## src/rtl/pwm_bank.sv

```systemverilog
// Multi-channel PWM generator: shared edge/center-aligned counter, per-channel shadow levels
// that take effect only at period boundaries. Outputs and period_start are registered (1-cycle latency).
module pwm_bank #(
  parameter int              WIDTH  = 8,
  parameter int              NCH    = 3,
  parameter logic [NCH-1:0]  INVERT = '0,
  parameter int              CHW    = 2
) (
  input  logic             clk,
  input  logic             reset,
  input  logic             en,
  input  logic [WIDTH-1:0] top,
  input  logic             center,
  input  logic             wr_en,
  input  logic [CHW-1:0]   wr_ch,
  input  logic [WIDTH-1:0] wr_level,
  output logic [NCH-1:0]   out,
  output logic             period_start
);

  logic [WIDTH-1:0] count, count_nxt;
  logic             down, down_nxt;
  logic [WIDTH-1:0] top_a;
  logic             center_a;
  logic [WIDTH-1:0] shadow     [NCH];
  logic [WIDTH-1:0] shadow_nxt [NCH];
  logic [WIDTH-1:0] level_a    [NCH];
  logic [NCH-1:0]   on;
  logic             load;

  always_comb begin
    for (int c = 0; c < NCH; c++) begin
      shadow_nxt[c] = shadow[c];
      if (wr_en && wr_ch == CHW'(c))
        shadow_nxt[c] = wr_level;
    end
  end

  // Counter sequencing; a wrap is any en=1 edge whose next count is zero.
  always_comb begin
    count_nxt = '0;
    down_nxt  = 1'b0;
    if (en && top_a != '0) begin
      if (!center_a) begin
        count_nxt = (count >= top_a) ? '0 : count + 1'b1;
      end else if (!down) begin
        if (count >= top_a) begin
          count_nxt = top_a - 1'b1;
          down_nxt  = 1'b1;
        end else begin
          count_nxt = count + 1'b1;
        end
      end else begin
        count_nxt = count - 1'b1;
        down_nxt  = 1'b1;
      end
      if (count_nxt == '0)
        down_nxt = 1'b0;
    end
  end

  assign load = !en || (count_nxt == '0);

  always_comb begin
    for (int c = 0; c < NCH; c++)
      on[c] = (count < level_a[c]);
  end

  always_ff @(posedge clk) begin
    if (reset) begin
      count        <= '0;
      down         <= 1'b0;
      top_a        <= '0;
      center_a     <= 1'b0;
      out          <= INVERT;
      period_start <= 1'b0;
      for (int c = 0; c < NCH; c++) begin
        shadow[c]  <= '0;
        level_a[c] <= '0;
      end
    end else begin
      count        <= count_nxt;
      down         <= down_nxt;
      out          <= en ? (on ^ INVERT) : INVERT;
      period_start <= en && (count == '0);
      for (int c = 0; c < NCH; c++)
        shadow[c] <= shadow_nxt[c];
      // Same-edge writes are visible to the load so new data wins.
      if (load) begin
        top_a    <= top;
        center_a <= center;
        for (int c = 0; c < NCH; c++)
          level_a[c] <= shadow_nxt[c];
      end
    end
  end

endmodule

```

## config.mk

```make
export PLATFORM = sky130hd
export DESIGN_NAME = pwm_bank
export DESIGN_NICKNAME = d
export VERILOG_FILES = /design/src/rtl/pwm_bank.sv
export SDC_FILE = /design/constraint.sdc
export NUM_CORES = 1
export LEC_CHECK = 0
export ABC_AREA = 1
export CAP_MARGIN = 10
export CORE_MARGIN = 5
export CORE_UTILIZATION = 56
export DETAILED_ROUTE_END_ITERATION = 16
export PLACE_DENSITY = 0.76
export REMOVE_ABC_BUFFERS = 1
export SYNTH_ARGS = -nofsm -noshare
export SYNTH_HDL_FRONTEND = slang
export SYNTH_SLANG_ARGS = --single-unit
```

## constraint.sdc

```tcl
create_clock -name clk -period 4.9 [get_ports clk]
set_input_delay 0.98 -clock clk [delete_from_list [all_inputs] [get_ports clk]]
set_output_delay 0.98 -clock clk [all_outputs]
set_load 0.05 [all_outputs]
```

Yosys cells after proc, flatten, opt, wreduce, memory -nomap -nowiden
Memories as Yosys holds them, arrays and structs flattened.
Cells that the tools add are included.

word-level totals
  register bits after elaboration = 22
  bits in writable memories = 48
  bits of input ports = 23
  output and inout port bits = 4
  logic and storage cells = 63
  memories kept = 2

memory list
  memory   words  bits a word  rd ports  clocked after Yosys merged registers in  write ports  RTL line  RTL
  level_a  3      8            3         0                                        3            27        logic [WIDTH-1:0] level_a [NCH];
  shadow   3      8            3         0                                        3            25        logic [WIDTH-1:0] shadow [NCH];

operators by class
  add/subtract/negate cells = 3
  magnitude comparators = 4
  eq/ne operators = 2
  muxes and demuxes = 23
  bitwise gates (word level) = 9
  reduce and logical (&&, ||, !) cells = 14

operator list
  kind                                                 count
  two-way mux 8 bit                                    15
  zero test 8 bit                                      3
  less-than comparator 8 bit                           3
  subtractor 8 x 1 -> 8 bit, second input constant     2
  adder 8 x 1 -> 8 bit, second input constant          1
  >= comparator 8 bit                                  1
  two-way mux 1 bit                                    8
  nonzero test 8 bit                                   1
  OR 1 bit                                             6
  logical AND 1 bit                                    5
  OR reduction 4 bit                                   1
  inverter 1 bit                                       3
  equality test 2 x 1 -> 1 bit, second input constant  1
  equality test 2 bit, second input constant           1
  zero test 2 bit                                      1
  OR reduction 2 bit                                   1
  zero test 1 bit                                      1
  logical OR 1 bit                                     1

Logic depth before layout (Yosys ltp)
  word-level depth = 12
  mapped depth = 20
  gate-level depth less buffers = 19

Least setup slack after synthesis
Ideal clock, no wire load.

  path type = reg-to-reg
  start = reg count[3]
  end = mem level_a[0][0], enable pin
  setup time = 0.382 ns
  arrival time = 2.402 ns
  data required time = 4.518 ns
  path slack = 2.116 ns
  cell stages (with the launch flop) = 17
  path buffers = 0
  period minus slack after synthesis = 2.784 ns
  path through = dfxtp_1 ha_1 nand2_1 nor2_1 nor2_1 nand2_2 nand2_2 nand2_4 nand3_1 nand2_1 nand2_1 nand2_1 nand2_1 nand2_1 nor2_4 nand2_4 nand2_1

RTL lines
  item                    RTL line  RTL
  start, declared         21        logic [WIDTH-1:0] count, count_nxt;
  start signal, assigned  82        count <= count_nxt;
  end, declared           27

==> metrics.cfg <==
[run_status]
status=completed

[worst_hold_path]
hp-class=reg -> reg
holdCritStartpoint=top_a[1]$_SDFFE_PP0P_

[global_route]
antenna_found_initial=0
grt_max_degree=60
top_usage_layer=met2
use_met1_pct=26.3
gr-usage-met2_pct=33.7
grt_pass1_vias=3098
grt_use_total_pct=20.5
grtUsageMet3_pct=4.81
gr-total-overflow=0
grt_pass1_wl_microns=14500

[floorplanning]
dieWidth_microns=95.6
core-area_sq_um=7180
dieHeight_microns=95.6
rows=31
die-area_sq_um=9130
num_io_pins=27
start_util_pct=57.1

[yosys]
ys_top_cells_by_area=dfxtp_1 22%, edfxtp_1 18%, ha_1 10%
yosysSeqAreaShare_pct=40.0
synth_cells=495
syn_area_sq_um=4100
synth_edf_count=24
yosysTopAreaCell=dfxtp_1
ys_types=35
async_flop_share_pct=0
syn-mean-instance-area_sq_um=8.28
ys.flop_type=dfxtp_1
yosysTopAreaCellShare_pct=22.5
yosys_register_bits=70
ys_warn_count=0

[final_layout]
final_cell_mix=80 x nand2_1, 67 x inv_1, 60 x nor2_1
drive_gt1_share_pct=12.1
seq_area_sq_um=1640
nFillCells=635
fin_cells=620
diodes=0
multi_input_area_sq_um=2090
postLayoutCoreUtil_pct=63.5
layout.nets=573
syn2layout_area_growth_pct=11.2
final_common_cell=nand2_1

[clock_tree]
cts_tree=yes
cts_root_buf=clkbuf_8
path_clk_slew_ps=80
clock_latency_ps=350
post_cts_resized=0
hold_buffers=0
cts_buffer_depth=2
post_cts_buffers=0
cts_buffers=9
clock_sinks=70
cts_max_level=3

[drt]
ant_nets=0
dr.first_iter.drc_count=161
firstDrtPassIters=4
wl_per_cell_microns=13.6
viasPerCell=5.12
wl_microns=8420
num_vias=3176
route.detailed.drc=0

[sta]
hold-worst-slack_ps=473
report.final.setup_viol=0
skew_ps=11.8
fmax_mhz=299
finalMaxSlewViolations=0
fin_crit_ps=3340
period_share_pct=68.2
tightest_slew_ps=959
rsz0062_at_grt=no
fin_tns_setup_ps=0
final-hold-violation-count=0
max_slew_margin_pct=35.9

[setup_path]
slowest_stage=nand2_1
max_stage_delay_ps=700
arrival_ps=3300
path_max_fanout=25
endpoint=level_a[0][5]$_SDFFCE_PN0P_
crit_type=reg -> reg
worstSetupEndpointType=flip-flop
critPathLaunch=count[2]$_SDFF_PP0_
critPathLaunchType=flip-flop
cp_common_cell=nand2_1
reg2regPathDepth=16
rrSetupSlack_ps=1560
crit_chain=ha_1, nand2_1, nor2_1, nor2_1, nand2_2, nand2_2, nand2_4, nand3_1, nand2_1, nand2_1, nand2_1, nand2_1, nand2_1, nor2_4, nand2_4, nand2_1
crit_required_ps=4860
r2r_start=count[2]$_SDFF_PP0_
r2r-end=level_a[0][5]$_SDFFCE_PN0P_

[placed_design]
gp_congestion=0.972
numPortBuffers=26
place_inst=604
hpwl_microns=6310

[run]
maxCapViolCount=0

[power_and_ir_drop]
p_per_area_nw_per_um2=522
p_leak_nw=2.02
ir_worst_vdd_v=0.000301

## how the worst min path moves through the flow
stage                                  endpoint  slack (ps)  cells after the start
after floorplan           top_a[1]$_SDFFE_PP0P_         440                      2
after global placement    top_a[1]$_SDFFE_PP0P_         460                      2
after global routing      top_a[1]$_SDFFE_PP0P_         500                      2
after detailed placement  top_a[1]$_SDFFE_PP0P_         460                      2
final                     top_a[1]$_SDFFE_PP0P_         470                      2
after CTS                 top_a[1]$_SDFFE_PP0P_         480                      2
## synthesized netlist by cell type (4+ instances only)
| library cell | instances |
|---|---|
| a21oi_1 | 31 |
| buf_6 | 4 |
| clkbuf_1 | 9 |
| dfxtp_1 | 46 |
| edfxtp_1 | 24 |
| ha_1 | 34 |
| inv_1 | 67 |
| nand2_1 | 80 |
| nand2_2 | 4 |
| nand3_1 | 28 |
| nand3_2 | 7 |
| nand4_1 | 17 |
| nor2_1 | 60 |
| nor3_2 | 25 |
| o21ai_0 | 17 |
| xor2_1 | 6 |
## through the flow
step / power, mW / instance area (sq um) / setup slack (ps)
final: 2.38 / 4560 / 1560
after global routing: 2.58 / 4560 / 1230
after CTS: 2.39 / 4560 / 1530
after detailed placement: 1.99 / 4390 / 1440
after global placement: 1.96 / 4390 / 1600
after floorplan: 1.68 / 4000 / 1820
## where the power goes
part	leakage (nW)	total (mW)	internal, mW	switching, mW
sequential	0.647	0.834	0.755	0.0793
clock	0.0837	0.395	0.182	0.214
combinational	1.29	1.15	0.361	0.788
total	2.02	2.38	1.30	1.08
## cells by family after synthesis
logic type,Yosys count,share of synthesized area [%]
multiplexers,3,0.732
buffers and inverters,89,9.00
AND/OR/NAND/NOR,234,30.2
AO/OA/AOI/OAI,58,8.12
flip-flops,70,40.0
adder cells (fa/ha/maj),34,10.4
XOR/XNOR,7,1.50
## worst max-delay path, delay by kind of cell (launching register included)
kind | cells | cell delay (ps)
flip-flops | 1 | 670
AND/OR/NAND/NOR | 15 | 1930
adder cells (fa/ha/maj) | 1 | 340
## registers in the layout (all words and copies together) (netlist names)
signal and flops:
down 1, out 3, center_a 1, top_a 8, period_start 1, level_a 24
count 8, shadow 24
## layout make-up
type / count / area share (%)
inverters: 71 / 5.85
well taps: 99 / 2.72
clock buffers: 10 / 2.80
clock inverters: 6 / 0.851
flip-flops and latches: 70 / 36.0
multi-input cells: 336 / 45.8
repair buffers: 28 / 5.93
## per-layer routing
| metal | share of wire (%) | routed length, microns | up-vias |
|---|---|---|---|
| met5 | 0 | 0 | - |
| met4 | 2.6 | 220 | 0 |
| met3 | 3.4 | 289 | 20 |
| met2 | 48 | 4060 | 49 |
| met1 | 46 | 3850 | 1430 |
| li1 | - | - | 1677 |
Power figures use the tool's default switching activity.
